==> config.mk <==
export PLATFORM = sky130hd
export DESIGN_NAME = fetch_pc
export DESIGN_NICKNAME = d
export VERILOG_FILES = /design/src/rtl/fetch_pkg.sv /design/src/rtl/fetch_skid.sv /design/src/rtl/fetch_pc.sv
export SDC_FILE = /design/constraint.sdc
export NUM_CORES = 1
export LEC_CHECK = 0
export BUFFER_PORTS_ARGS = -buffer_cell sky130_fd_sc_hd__buf_2
export CORE_MARGIN = 8
export CORE_UTILIZATION = 55
export CTS_CLUSTER_SIZE = 10
export DETAILED_ROUTE_END_ITERATION = 6
export HOLD_SLACK_MARGIN = 0.06
export MAX_ROUTING_LAYER = met4
export PLACE_DENSITY_LB_ADDON = 0.08
export SLEW_MARGIN = 20
export SYNTH_ARGS = -nofsm -noshare
export SYNTH_HDL_FRONTEND = slang
export SYNTH_SLANG_ARGS = --single-unit
==> constraint.sdc <==
create_clock -name clock -period 3.1 [get_ports clock]
set_input_delay 0.62 -clock clock [delete_from_list [all_inputs] [get_ports clock]]
set_output_delay 0.62 -clock clock [all_outputs]
set_load 0.01 [all_outputs]
==> src/rtl/fetch_pkg.sv <==
// Shared definitions for the instruction-fetch stage.
//   - next-PC select encodings driven by branch/jump resolution
//   - fetch state enum
//   - NOP instruction presented to decode when no instruction is valid
//   - word_align helper used when misaligned redirect trapping is disabled
package fetch_pkg;

  localparam logic [1:0] PC_SRC_SEQ = 2'b00;
  localparam logic [1:0] PC_SRC_BRN = 2'b01;
  localparam logic [1:0] PC_SRC_JMP = 2'b10;

  localparam logic [31:0] NOP_INST = 32'h0000_0013;

  typedef enum logic [1:0] {
    ST_BOOT  = 2'd0,
    ST_FETCH = 2'd1,
    ST_WAIT  = 2'd2,
    ST_KILL  = 2'd3
  } fetch_state_e;

  function automatic logic [31:0] word_align(input logic [31:0] a);
    return {a[31:2], 2'b00};
  endfunction

endpackage

==> src/rtl/fetch_skid.sv <==
// One-entry holding buffer for an instruction/PC pair that returns from
// memory while decode is stalled on a valid instruction.
//   clk_i, rst_i : clock, synchronous active-high reset
//   flush_i      : discard the held entry (redirect)
//   push_i       : capture inst_i/pc_i
//   pop_i        : release the held entry
//   inst_o, pc_o : held instruction and its PC
//   full_o       : entry is occupied
module fetch_skid (
  input  logic        clk_i,
  input  logic        rst_i,
  input  logic        flush_i,
  input  logic        push_i,
  input  logic        pop_i,
  input  logic [31:0] inst_i,
  input  logic [31:0] pc_i,
  output logic [31:0] inst_o,
  output logic [31:0] pc_o,
  output logic        full_o
);

  logic        full_q;
  logic [31:0] inst_q;
  logic [31:0] pc_q;

  always_ff @(posedge clk_i) begin
    if (rst_i || flush_i) begin
      full_q <= 1'b0;
    end else if (push_i) begin
      full_q <= 1'b1;
    end else if (pop_i) begin
      full_q <= 1'b0;
    end

    if (rst_i) begin
      inst_q <= '0;
      pc_q   <= '0;
    end else if (push_i) begin
      inst_q <= inst_i;
      pc_q   <= pc_i;
    end
  end

  assign inst_o = inst_q;
  assign pc_o   = pc_q;
  assign full_o = full_q;

endmodule

==> src/rtl/fetch_pc.sv <==
// Instruction-fetch stage owning the program counter.
// Issues word fetches over a req/ready handshake, presents one instruction
// plus PC to decode, and handles stall hold, redirect flush and discarding
// of in-flight fetches.
//   clock, reset        : clock, synchronous active-high reset
//   pc_src              : 00 seq, 01 branch, 10 jump, 11 treated as seq
//   branch_target       : target when pc_src=01
//   jump_target         : target when pc_src=10
//   stall               : decode cannot accept this cycle
//   imem_req/imem_addr  : fetch request and its word address
//   imem_ready/rdata    : memory accept and returned instruction
//   inst/inst_pc        : instruction to decode and its PC
//   inst_valid          : inst/inst_pc meaningful
//   misalign            : (FETCH_MISALIGN_TRAP_EN only) misaligned redirect
// Build option: define FETCH_MISALIGN_TRAP_EN to trap misaligned redirect
// targets instead of silently word-aligning them.
module fetch_pc
  import fetch_pkg::*;
#(
  parameter logic [31:0] RESET_PC = 32'h0000_1000
) (
  input  logic        clock,
  input  logic        reset,
  input  logic [1:0]  pc_src,
  input  logic [31:0] branch_target,
  input  logic [31:0] jump_target,
  input  logic        stall,
  output logic        imem_req,
  output logic [31:0] imem_addr,
  input  logic        imem_ready,
  input  logic [31:0] imem_rdata,
  output logic [31:0] inst,
  output logic [31:0] inst_pc,
  output logic        inst_valid
`ifdef FETCH_MISALIGN_TRAP_EN
  ,
  output logic        misalign
`endif
);

  fetch_state_e state_q, state_d;
  logic [31:0]  pc_q, pc_d;        // address of the current/next request
  logic [31:0]  pend_q, pend_d;    // redirect target waiting behind a killed fetch
  logic         req_q, req_d;
  logic [31:0]  inst_q, inst_d;
  logic [31:0]  inst_pc_q, inst_pc_d;
  logic         valid_q, valid_d;
  logic         mis_d;

  logic         redirect;
  logic [31:0]  raw_target;
  logic [31:0]  target;
  logic         accept;
  logic         hold;
  logic         deliver;

  logic         skid_push, skid_pop, skid_flush, skid_full, skid_full_d;
  logic [31:0]  skid_inst, skid_pc;

  assign redirect   = (state_q != ST_BOOT) &&
                      ((pc_src == PC_SRC_BRN) || (pc_src == PC_SRC_JMP));
  assign raw_target = (pc_src == PC_SRC_BRN) ? branch_target : jump_target;
  assign accept     = req_q && imem_ready;
  assign hold       = stall && valid_q;

`ifdef FETCH_MISALIGN_TRAP_EN
  logic mis_q;
  assign target = raw_target;
  assign mis_d  = redirect ? (raw_target[1:0] != 2'b00) : mis_q;

  always_ff @(posedge clock) begin
    if (reset) mis_q <= 1'b0;
    else       mis_q <= mis_d;
  end

  assign misalign = mis_q;
`else
  assign target = word_align(raw_target);
  assign mis_d  = 1'b0;
`endif

  always_comb begin
    state_d    = state_q;
    pc_d       = pc_q;
    pend_d     = pend_q;
    inst_d     = inst_q;
    inst_pc_d  = inst_pc_q;
    valid_d    = valid_q;
    skid_push  = 1'b0;
    skid_pop   = 1'b0;
    skid_flush = 1'b0;
    deliver    = 1'b0;

    case (state_q)
      ST_BOOT: state_d = ST_FETCH;
      ST_FETCH, ST_WAIT: begin
        if (accept) begin
          pc_d    = pc_q + 32'd4;
          state_d = ST_FETCH;
          deliver = 1'b1;
        end else if (req_q) begin
          state_d = ST_WAIT;
        end
      end
      ST_KILL: begin
        if (accept) begin
          state_d = ST_FETCH;
          pc_d    = pend_q;
        end
      end
      default: state_d = ST_BOOT;
    endcase

    if (redirect) begin
      // Flush overrides stall; any returning data this cycle is dropped.
      skid_flush = 1'b1;
      valid_d    = 1'b0;
      deliver    = 1'b0;
      if (req_q && !imem_ready) begin
        // Request cannot be retracted: wait it out in KILL.
        state_d = ST_KILL;
        pend_d  = target;
      end else begin
        state_d = ST_FETCH;
        pc_d    = target;
      end
    end else if (deliver) begin
      if (hold) begin
        skid_push = 1'b1;
      end else begin
        inst_d    = imem_rdata;
        inst_pc_d = pc_q;
        valid_d   = 1'b1;
      end
    end else if (!stall) begin
      if (skid_full) begin
        skid_pop  = 1'b1;
        inst_d    = skid_inst;
        inst_pc_d = skid_pc;
        valid_d   = 1'b1;
      end else begin
        valid_d = 1'b0;
      end
    end

    skid_full_d = skid_push || (skid_full && !skid_pop && !skid_flush);

    // Request is registered; a full skid always blocks so it can never overflow.
    req_d = (state_d == ST_WAIT) || (state_d == ST_KILL) ||
            ((state_d == ST_FETCH) && !skid_full_d && !(stall && valid_d) && !mis_d);
  end

  always_ff @(posedge clock) begin
    if (reset) begin
      state_q   <= ST_BOOT;
      pc_q      <= RESET_PC;
      pend_q    <= RESET_PC;
      req_q     <= 1'b0;
      inst_q    <= NOP_INST;
      inst_pc_q <= '0;
      valid_q   <= 1'b0;
    end else begin
      state_q   <= state_d;
      pc_q      <= pc_d;
      pend_q    <= pend_d;
      req_q     <= req_d;
      inst_q    <= inst_d;
      inst_pc_q <= inst_pc_d;
      valid_q   <= valid_d;
    end
  end

  fetch_skid u_skid (
    .clk_i   (clock),
    .rst_i   (reset),
    .flush_i (skid_flush),
    .push_i  (skid_push),
    .pop_i   (skid_pop),
    .inst_i  (imem_rdata),
    .pc_i    (pc_q),
    .inst_o  (skid_inst),
    .pc_o    (skid_pc),
    .full_o  (skid_full)
  );

  assign imem_req   = req_q;
  assign imem_addr  = pc_q;
  assign inst       = valid_q ? inst_q : NOP_INST;
  assign inst_pc    = inst_pc_q;
  assign inst_valid = valid_q;

endmodule
==> impl_metrics.ini <==
[sta]
rsz0062_at_grt = false
hold-worst-slack_ns = 0.4339
tns_ns = 0
setup_violations = 0
finClkSkew_ns = 0.009960
maxSlewViolCount = 0
min_period_ns = 2.562
hold_viol = 0
maxSlewHeadroom = 0.5396
worst_slew_pin_slew_ns = 0.6906
fmax_mhz = 390.3
timing.final.crit_share = 0.8264

[clock_tree]
post_cts_buffers = 0
hold_buffers = 0
clockRootBuffer = clkbuf_16
numCtsBuffers = 17
clk_pin_slew_ns = 0.07
clock_latency_ns = 0.43
cts-resized-gates = 0
htree_levels = 4
tritoncts = built
clock_sinks = 195
clockBufferDepth = 2

[setup_path]
cp_max_fo = 7
cp.arrival_ns = 2.91
rrSetupSlack_ns = 0.54
startpoint_type = flop
critPathSlowestCell = or4_1
crit_path_end_kind = flop
required_ns = 3.44
crit_path_max_incr_delay_ns = 0.76
path_buf_inv = 0
cpLargestDelayFamily = simple AND/OR/NAND/NOR gates
worst-setup-path-type = reg -> reg
cp_cell_sequence = ha_1, nand3_1, or4_1, nor4b_2, o21ai_1, a221oi_2

[floorplanning]
dieArea_sq_um = 21430
die_width_um = 146.4
die_h_um = 146.4
coreArea_sq_um = 16580
initial_utilization = 0.5639
rows = 47
top_level_ports = 200

[logic_synthesis]
ys_warn_count = 0
ys_ff_latch = 195
synth-edff-count = 0
synthTopCellsByArea = dfxtp_1 42%, nand2_1 12%, a311oi_1 5.8%
synth_top_cell_area_share = 0.4174
syn_area_per_cell_sq_um = 7.741
synth_area_leader_cell = dfxtp_1
synth.distinct_cells = 71
synthTopCellsByCount = 302 x nand2_1, 195 x dfxtp_1, 115 x nor2_1
synthArstFlopShare = 0
syn_nets = 1315
syn_inst = 1208
synth-seq-area-share = 0.4174
synth_top_flop_cell = dfxtp_1
mappedNetlistArea_sq_um = 9351
yosysMostFrequentCell = nand2_1

[place]
dp_hpwl_mm = 18.00
place_congestion = 0.8554
numPortBuffers = 195

[global_routing]
grt_pass1_wl_mm = 44.64
grt_use_total = 0.2571
overflow = 0
grt_pass1_vias = 8812
antenna_found_initial = 0
grt_start_max_net_pins = 84

[power_and_ir_drop]
combPwrFrac = 0.156
switchingPower_mw = 1.720
clkPwrFrac = 0.386
switching_share = 0.2805
power_frac_seq = 0.458
peakVddDrop_mv = 0.3852
power_density_nw_per_um2 = 550.8
leakagePower_nw = 4.121
p_int_mw = 4.412

[finish]
seq_area_sq_um = 3904
fillers = 1518
final_nets = 1446
final_util = 0.6713
diodes = 0
multi_input_area_sq_um = 4936
drive_gt1_frac = 0.2093
area_growth_pct = 19.05

[routing]
first_iter_violations = 840
wl_met3_mm = 1.842
via_count = 9210
post-route-drc-count = 0
top_layer = met4
wl_mm = 27.39
drtAntennaViolNets = 0
route.met2.wl_mm = 13.13
wire_per_inst_um = 17.43
drt_first_pass_iters = 5
wl_met1_mm = 12.03
via_per_inst = 5.859

[job]
cap_violations = 0

[status]
outcome = complete, no violations

[min_path]
min_path_type = in -> reg
[state kept, by name (all words and copies together), names as in the netlist]
signal,count
inst_valid,1
pend_q,30
imem_req,1
inst_pc,32
inst_q,32
u_skid.full_o,1
u_skid.pc_o,32
u_skid.inst_o,32
imem_addr,32
state_q,2
[power by group through the flow]
stage	clock (mW)	sequential [mW]	combinational (mW)
floorplan	0	2.83	0.588
global placement	0	2.86	0.936
detailed placement	0	2.86	0.948
CTS	2.39	2.80	0.952
global route	2.49	2.83	1.05
finish	2.37	2.81	0.955
[area by class of cell]
class	count	area share
tap	220	0.02472
clock buffer	20	0.04012
timing repair buffer	231	0.1204
clock inverter	12	0.01573
inverter	15	0.005057
sequential	195	0.3506
multi-input combinational	879	0.4434
[worst min-delay path, delay by kind of cell]
| kind | cells | cell delay, ns |
|---|---|---|
| buffers and inverters | 1 | 0.10 |
| AND/OR/NAND/NOR | 1 | 0.05 |
| AO/OA/AOI/OAI | 1 | 0.05 |
[cells in the final DEF (no fill, tap or decap), drive strengths merged, types with 3 or more instances in the layout]
cell	synthesis	routed
nand2	302	302
buf	30	231
dfxtp	195	195
nor2	116	116
a21oi	85	85
a311oi	62	62
a211oi	40	40
mux2i	36	36
o21ai	35	35
and2	34	34
a221oi	22	22
clkbuf	89	20
nand3	19	19
inv	15	19
nand4	10	10
a31oi	9	9
nand2b	8	8
nor4	8	8
or3	6	6
and3	6	6
nor3	5	5
a21o	5	5
and4	5	5
ha	5	5
a211o	4	4
o31a	4	4
bufinv	0	4
clkinv	0	4
a21boi	4	4
a221o	3	3
or4	3	3
o2111ai	3	3
[routing by layer]
layer / up-vias / global-route usage
met5: - / -
met4: 0 / 0.07934
met3: 34 / 0.04821
met2: 330 / 0.4215
met1: 4327 / 0.3155
li1: 4519 / -
[cells by family after synthesis]
| group | after synthesis | synth area share |
|---|---|---|
| multiplexers | 38 | 0.04094 |
| XOR/XNOR | 3 | 0.002810 |
| buffers and inverters | 134 | 0.05726 |
| AO/OA/AOI/OAI | 301 | 0.2255 |
| AND/OR/NAND/NOR | 532 | 0.2494 |
| adder cells (fa/ha/maj) | 5 | 0.006690 |
| flip-flops | 195 | 0.4174 |
[through the flow]
step	setup slack, ns	area, sq um	cells	total power [mW]
final	0.5381	11130	1572	6.132
after global placement	0.4692	10510	1540	3.794
after floorplan	0.6445	9351	1208	3.418
after CTS	0.5575	11130	1572	6.151
after global routing	0.3756	11130	1572	6.366
after detailed placement	0.4259	10510	1540	3.809
[path summary, 6_finish.rpt]
path	from	depth (start not counted)	end
worst max-delay path	imem_addr[3]$_SDFF_PP0_	6	imem_addr[28]$_SDFF_PP0_
worst max register to register	imem_addr[3]$_SDFF_PP0_	6	imem_addr[28]$_SDFF_PP0_
worst min register to register	u_skid.inst_o[16]$_SDFFE_PP0P_	2	u_skid.inst_o[16]$_SDFFE_PP0P_
worst min-delay path	imem_rdata[5]	3	u_skid.inst_o[5]$_SDFFE_PP0P_
(Power assumes the default switching activity.)
